==> config.mk <==
export PLATFORM = sky130hd
export DESIGN_NAME = vga_timing_gen
export DESIGN_NICKNAME = d
export VERILOG_FILES = /design/src/rtl/vga_timing_gen.sv
export SDC_FILE = /design/constraint.sdc
export NUM_CORES = 1
export LEC_CHECK = 0
export CELL_PAD_IN_SITES_DETAIL_PLACEMENT = 2
export CELL_PAD_IN_SITES_GLOBAL_PLACEMENT = 2
export CORE_ASPECT_RATIO = 1.2
export CORE_MARGIN = 5
export CORE_UTILIZATION = 25
export CTS_CLUSTER_DIAMETER = 30
export DETAILED_ROUTE_END_ITERATION = 7
export GPL_ROUTABILITY_DRIVEN = 0
export HOLD_SLACK_MARGIN = 0.02
export PLACE_DENSITY_LB_ADDON = 0.1
export SYNTH_ARGS = -nofsm -noshare
export SYNTH_HDL_FRONTEND = slang
export SYNTH_SLANG_ARGS = --single-unit
==> constraint.sdc <==
create_clock -name clk -period 2.3 [get_ports clk]
set_clock_uncertainty 0.1 [all_clocks]
set_input_delay 0.345 -clock clk [delete_from_list [all_inputs] [get_ports clk]]
set_output_delay 0.345 -clock clk [all_outputs]
set_load 0.05 [all_outputs]
==> src/rtl/vga_timing_gen.sv <==
// VGA raster timing: pixel divider, h/v counters, zero-skew sync/blank decode,
// frame marker and the 'troca' animation-phase bit.
module vga_timing_gen #(
  parameter int PIX_DIV      = 2,
  parameter int H_ACTIVE     = 640,
  parameter int H_FP         = 16,
  parameter int H_SYNC       = 96,
  parameter int H_BP         = 48,
  parameter int V_ACTIVE     = 480,
  parameter int V_FP         = 10,
  parameter int V_SYNC       = 2,
  parameter int V_BP         = 33,
  parameter int TROCA_FRAMES = 30
) (
  input  logic       clk,
  input  logic       reset,
  output logic       pix_en,
  output logic [9:0] h_counter,
  output logic [9:0] v_counter,
  output logic       hsync,
  output logic       vsync,
  output logic       active_video,
  output logic       frame_start,
  output logic       troca
);

  localparam int H_TOTAL = H_ACTIVE + H_FP + H_SYNC + H_BP;
  localparam int V_TOTAL = V_ACTIVE + V_FP + V_SYNC + V_BP;
  localparam int DIV_W   = (PIX_DIV > 1) ? $clog2(PIX_DIV) : 1;
  localparam int FC_W    = $clog2(TROCA_FRAMES + 1);

  localparam logic [DIV_W-1:0] DIV_LAST = DIV_W'(PIX_DIV - 1);
  localparam logic [FC_W-1:0]  FC_LAST  = FC_W'(TROCA_FRAMES - 1);
  localparam logic [9:0] H_LAST   = 10'(H_TOTAL - 1);
  localparam logic [9:0] V_LAST   = 10'(V_TOTAL - 1);
  localparam logic [9:0] H_ACT    = 10'(H_ACTIVE);
  localparam logic [9:0] V_ACT    = 10'(V_ACTIVE);
  localparam logic [9:0] HS_START = 10'(H_ACTIVE + H_FP);
  localparam logic [9:0] HS_END   = 10'(H_ACTIVE + H_FP + H_SYNC);
  localparam logic [9:0] VS_START = 10'(V_ACTIVE + V_FP);
  localparam logic [9:0] VS_END   = 10'(V_ACTIVE + V_FP + V_SYNC);

  logic [DIV_W-1:0] div;
  logic [FC_W-1:0]  frame_cnt;
  logic [9:0]       h_nxt;
  logic [9:0]       v_nxt;
  logic             h_wrap;
  logic             frame_wrap;

  assign pix_en = (div == DIV_LAST);

  always_comb begin
    h_wrap     = pix_en && (h_counter == H_LAST);
    frame_wrap = h_wrap && (v_counter == V_LAST);
    h_nxt      = h_counter;
    v_nxt      = v_counter;
    if (pix_en) begin
      h_nxt = (h_counter == H_LAST) ? 10'd0 : h_counter + 10'd1;
    end
    if (h_wrap) begin
      v_nxt = (v_counter == V_LAST) ? 10'd0 : v_counter + 10'd1;
    end
  end

  // Sync and blanking decode the next-state counters so they line up with h/v.
  always_ff @(posedge clk) begin
    if (reset) begin
      div          <= '0;
      h_counter    <= '0;
      v_counter    <= '0;
      hsync        <= 1'b1;
      vsync        <= 1'b1;
      active_video <= 1'b1;
      frame_start  <= 1'b0;
      frame_cnt    <= '0;
      troca        <= 1'b0;
    end else begin
      div          <= pix_en ? '0 : div + 1'b1;
      h_counter    <= h_nxt;
      v_counter    <= v_nxt;
      hsync        <= !((h_nxt >= HS_START) && (h_nxt < HS_END));
      vsync        <= !((v_nxt >= VS_START) && (v_nxt < VS_END));
      active_video <= (h_nxt < H_ACT) && (v_nxt < V_ACT);
      frame_start  <= frame_wrap;
      if (frame_wrap) begin
        if (frame_cnt == FC_LAST) begin
          frame_cnt <= '0;
          troca     <= ~troca;
        end else begin
          frame_cnt <= frame_cnt + 1'b1;
        end
      end
    end
  end

endmodule

Yosys cells after proc, flatten, opt, wreduce, memory -nomap -nowiden
Index checks and enable logic that the tools add are counted.
{"block": "word_totals", "wordCells": 37, "out_inout_bits": 26, "ram_bits": 0, "latch_bits": 0, "in_bits": 2, "mem_bits_ro": 0, "n_memories": 0, "ff_bits": 31}
{"block": "classes", "eq_ne": 3, "addsub": 4, "shift": 0, "magnitude_cmp": 6, "n_mux": 5, "n_bitwise": 1, "reduce_logical": 9, "multipliers": 0, "div": 0}
{"cell": "10-bit 2-to-1 mux", "n": 4}
{"cell": "10-bit by 1-bit adder with 10-bit output, second input constant", "n": 2}
{"cell": "10-bit equality test, second input constant", "n": 2}
{"cell": "10-bit less-than comparator, second input constant", "n": 2}
{"cell": "10-bit by 9-bit less-than comparator with 1-bit output, second input constant", "n": 2}
{"cell": "10-bit greater-or-equal comparator, second input constant", "n": 1}
{"cell": "10-bit by 9-bit greater-or-equal comparator with 1-bit output, second input constant", "n": 1}
{"cell": "5-bit by 1-bit adder with 5-bit output, second input constant", "n": 1}
{"cell": "5-bit equality test, second input constant", "n": 1}
{"cell": "1-bit logical AND", "n": 5}
{"cell": "5-bit 2-to-1 mux", "n": 1}
{"cell": "1-bit logical NOT", "n": 2}
{"cell": "2-bit AND reduction", "n": 1}
{"cell": "2-bit OR reduction", "n": 1}
{"cell": "1-bit adder, second input constant", "n": 1}
{"cell": "1-bit NOT", "n": 1}

Longest topological paths before layout
{"block": "depth", "ltp_word": 6, "ltp_mapped": 9, "ltp_nobuf": 7}

Worst setup path before layout
OpenSTA, ideal clock, no wires.
{"block": "synth_timing", "path_type": "register to register", "startpoint": "register h_counter[0]", "endpoint": "register vsync", "slack_ps": -381, "stages_incl_launch_ff": 8, "path_buffers": 1, "arrival_ps": 2445, "synth_period_minus_slack_ps": 2681, "required_time_ps": 2064, "setup_ps": 136, "cell_sequence": "dfxtp_1 -> ha_1 -> and4_1 -> buf_6 -> nand4_4 -> or4_4 -> a2111oi_2 -> nand4_1"}
{"block": "synth_between", "elab_chain_cells": 6, "elab_cells_between_ends": 7, "cone_classes": "2 x order compare; 1 x eq/ne; 1 x mux; 3 x reduce/logical"}
{"element": "start: declaration", "line_no": "18", "source": "output logic [9:0] h_counter,"}
{"element": "start signal: assignment", "line_no": "79", "source": "h_counter <= h_nxt;"}
{"element": "10-bit equality test (*)", "line_no": "53", "source": "h_wrap = pix_en && (h_counter == H_LAST);"}
{"element": "1-bit logical AND (*)", "line_no": "53"}
{"element": "10-bit 2-to-1 mux (*)", "line_no": "60", "source": "if (h_wrap) begin"}
{"element": "10-bit by 9-bit greater-or-equal comparator with 1-bit output / 10-bit by 9-bit less-than comparator with 1-bit output (equally long branches)", "line_no": "82", "source": "vsync <= !((v_nxt >= VS_START) && (v_nxt < VS_END));"}
{"element": "1-bit logical AND (*)", "line_no": "82"}
{"element": "1-bit logical NOT (*)", "line_no": "82"}
{"element": "end signal: assignment", "line_no": "82"}
{"element": "end: declaration", "line_no": "21", "source": "output logic vsync,"}
Mark *: on every way between the ends. The rest lies on a longest branch, timed or not.
A chain may end at the register's enable or synchronous reset.

Worst setup path after layout
{"block": "layout_timing", "startpoint": "register v_counter[0]", "endpoint": "register vsync"}
{"block": "layout_between", "elab_chain_cells": 6, "elab_cells_between_ends": 8, "cone_classes": "1 x add/sub; 2 x order compare; 1 x eq/ne; 2 x mux; 2 x reduce/logical"}
{"element": "start: declaration", "line_no": "19", "source": "output logic [9:0] v_counter,"}
{"element": "start signal: assignment", "line_no": "80", "source": "v_counter <= v_nxt;"}
{"element": "10-bit by 1-bit adder with 10-bit output / 10-bit equality test (equally long branches)", "line_no": "61", "source": "v_nxt = (v_counter == V_LAST) ? 10'd0 : v_counter + 10'd1;"}
{"element": "10-bit 2-to-1 mux", "line_no": "61"}
{"element": "10-bit 2-to-1 mux (*)", "line_no": "60"}
{"element": "10-bit by 9-bit greater-or-equal comparator with 1-bit output / 10-bit by 9-bit less-than comparator with 1-bit output (equally long branches)", "line_no": "82"}
{"element": "1-bit logical AND (*)", "line_no": "82"}
{"element": "1-bit logical NOT (*)", "line_no": "82"}
Marked as above.

==> flow_summary.ini <==
[worst_setup_path]
cp-end-kind = flip-flop
worstSetupPathType = flip-flop to flip-flop
r2r_end = vsync
path_cells = inv_1 > ha_1 > nor4bb_1 > and3_2 > or4b_2 > a21oi_2 > nand4_1
cp_num_buf_inv = 1
crit_fanout = 6
critPathLaunchType = flip-flop
r2r_start = v_counter[0]
ff2ff_path_depth = 7
critPathSlowestCell = or4b_2
critPathTopFamily = simple AND/OR/NAND/NOR gates
cp_num_cells = 7
arrival_ns = 2.28
crit_path_max_incr_delay_ns = 0.64
crit_required_ns = 2.36
r2r_slack_ns = 0.08

[route]
vias = 1589
avgRoutedWirePerCell_um = 17.7
ant_nets = 0
dr.pass1.iters = 4
drt_iter0_drc = 50
viasPerCell = 5.04
drc_errors = 0
wl_mm = 5.57

[synthesis]
synth_edf_count = 0
synth_seq_cells = 31
yosys_warnings = 0
yosysTopAreaCell = dfxtp_1
yosysSeqAreaShare = 0.386
yosys-top-cells-area = dfxtp_1 (39%), nand4_1 (5.4%), xor2_1 (5.4%), nor2_1 (4.4%), ha_1 (3.9%)
ys_async_sr_fraction = 0
yosysUniqueCellTypes = 47
netlist_area_um2 = 1610
ys.flop_type = dfxtp_1
synth_fp_nets = 192
avgSynthCellArea_um2 = 8.69
synth_top_area_share = 0.386
syn_inst = 185

[floorplanning]
rows = 32
die_w_um = 83.2
dieArea_um2 = 8140
fp.coreArea_um2 = 6370
start_util = 0.253
dieHeight_um = 97.9
io_pins = 28

[timing]
max_freq_mhz = 451
worst_pin_slew_ns = 0.513
rsz0062_at_grt = true
finalHoldViolCount = 0
holdWs_ns = 0.401
finalSetupViolCount = 0
slew_headroom = 0.657
period_needed_ns = 2.22
slew_viol_final = 0
min_period_over_period = 0.964

[power_and_ir_drop]
p_comb_frac = 0.046
p_sw_mw = 0.262
vdd_drop_max_mv = 0.253
p_per_area_nw_per_um2 = 484
p_leak_nw = 0.809
p_int_mw = 0.832
pwr-share-clk = 0.452
p_sw_frac = 0.239
total_power_mw = 1.09
seq_power_share = 0.503

[flow_run]
drv_cap = 0

[global_route]
track_usage = 0.145
antenna_found_initial = 0
grtUsageMet1 = 0.163
overflow = 0
grt_max_degree = 15
grtUsageMet3 = 0.0329
gr-max-usage-layer = met2
use_met2 = 0.265
grt_pass1_wl_mm = 9.42
grt_pass1_vias = 1855

[run_status]
status = complete, no violations

[cells_and_area]
n_antenna_cell = 0
final_common_cell = clkdlybuf4s50_1
post-route-cell-area_um2 = 2260
area_growth_pct = 40.5
final_nets = 236
fin_cells = 315
layout_common_cells = clkdlybuf4s50_1 (27), dfxtp_1 (20), nor2_1 (19), buf_4 (19), nand4_1 (14)
final_layout_size_suffix_gt1_frac = 0.226

[hold_path]
hold_path.startpoint = frame_cnt[1]
worstHoldPathType = flip-flop to flip-flop
hold_path_depth = 2
hold_end = frame_cnt[1]

[place]
place_hpwl_mm = 4.42
dp_cells = 307
placed_area_um2 = 2140
portBuffers = 27

[cts]
clk_pin_slew_ns = 0.07
cts-root-to-sink-buffers = 2
cts_tree = built
cts_buffers = 5
cts_max_level = 2
clockRootBuffer = clkbuf_8
numClockSinks = 31
clock_latency_ns = 0.28
-- flip-flops by register name (all words and copies together), names as in the netlist --
name	cells
pix_en	1
hsync	1
h_counter	10
frame_start	1
v_counter	10
active_video	1
frame_cnt	5
troca	1
vsync	1
-- synthesized netlist by cell type, types with 2 or more instances --
cell / n
dfxtp_1: 31
nor2_1: 19
nand4_1: 14
xor2_1: 10
a21oi_1: 9
nand2_1: 9
nor3_1: 9
clkbuf_1: 7
nand3_1: 7
inv_1: 6
ha_1: 5
o21ai_0: 5
and3_1: 4
and4_1: 3
nor2b_1: 3
or2_2: 3
a211oi_1: 2
a31oi_1: 2
and2_1: 2
mux2i_1: 2
nand2b_1: 2
o211ai_1: 2
o21a_1: 2
o31ai_1: 2
or3_1: 2
xnor2_1: 2
-- cell families (layout without fill, tap and decap cells) --
logic type | count (synthesis) | after routing | share of synthesized area
and+or+nand+nor | 89 | 89 | 0.328
DFF | 31 | 31 | 0.386
AOI/OAI and AO/OA | 30 | 30 | 0.125
buffers and inverters | 16 | 61 | 0.0436
xor gates and xnor gates | 12 | 12 | 0.0654
adders and majority gates | 5 | 5 | 0.0389
muxes | 2 | 2 | 0.0125
-- metal layers --
| metal | part of all wire | routed length, um |
|---|---|---|
| met1 | 0.43 | 2400 |
| met5 | 0 | 0 |
| met4 | 0.020 | 109 |
| met3 | 0.028 | 156 |
| met2 | 0.52 | 2910 |
-- worst max-delay path by stage --
| stage | end | start | slack [ns] |
|---|---|---|---|
| floorplan | vsync | v_counter[1] | -0.05 |
| global placement | vsync | h_counter[0] | 0.11 |
| detailed placement | vsync | v_counter[0] | 0.03 |
| CTS | vsync | v_counter[0] | 0.01 |
| global route | frame_cnt[3] | v_counter[0] | -0.01 |
| finish | vsync | v_counter[0] | 0.08 |
-- power groups by stage --
stage	combinational (mW)	sequential [mW]	clock [mW]
finish	0.0502	0.549	0.494
global route	0.0537	0.550	0.544
CTS	0.0511	0.549	0.520
detailed placement	0.0509	0.562	0
global placement	0.0502	0.561	0
floorplan	0.0181	0.573	0
-- tightest hold or removal path: stages, from the launching register on --
cell and delay (ns):
dfxtp_1 0.34, nand2_1 0.06, a21oi_1 0.05
-- timing repair --
| action | CTS | global route |
|---|---|---|
| endpoints found under the setup margin | 0 | 4 |
| hold buffers | 0 | 0 |
| buffers inserted | 0 | 0 |
| resized for setup | 0 | 5 |
-- per-stage QoR --
step / util / TNS [ns] / setup WS, ns
after floorplan: - / -0.0475 / -0.0475
after global placement: 0.337 / 0 / 0.112
after detailed placement: 0.337 / 0 / 0.0313
after CTS: 0.353 / 0 / 0.0104
after global routing: 0.355 / -0.0119 / -0.0119
final: 0.355 / 0 / 0.0823
-- cell type report --
class,count,area [um^2]
fill,688,4110
multi-input combinational,138,956
sequential,31,639
timing repair buffer,47,433
tap,85,106
clock buffer,7,96.3
inverter,6,22.5
clock inverter,1,6.26
Note: power is estimated with default switching activity, not from simulation.
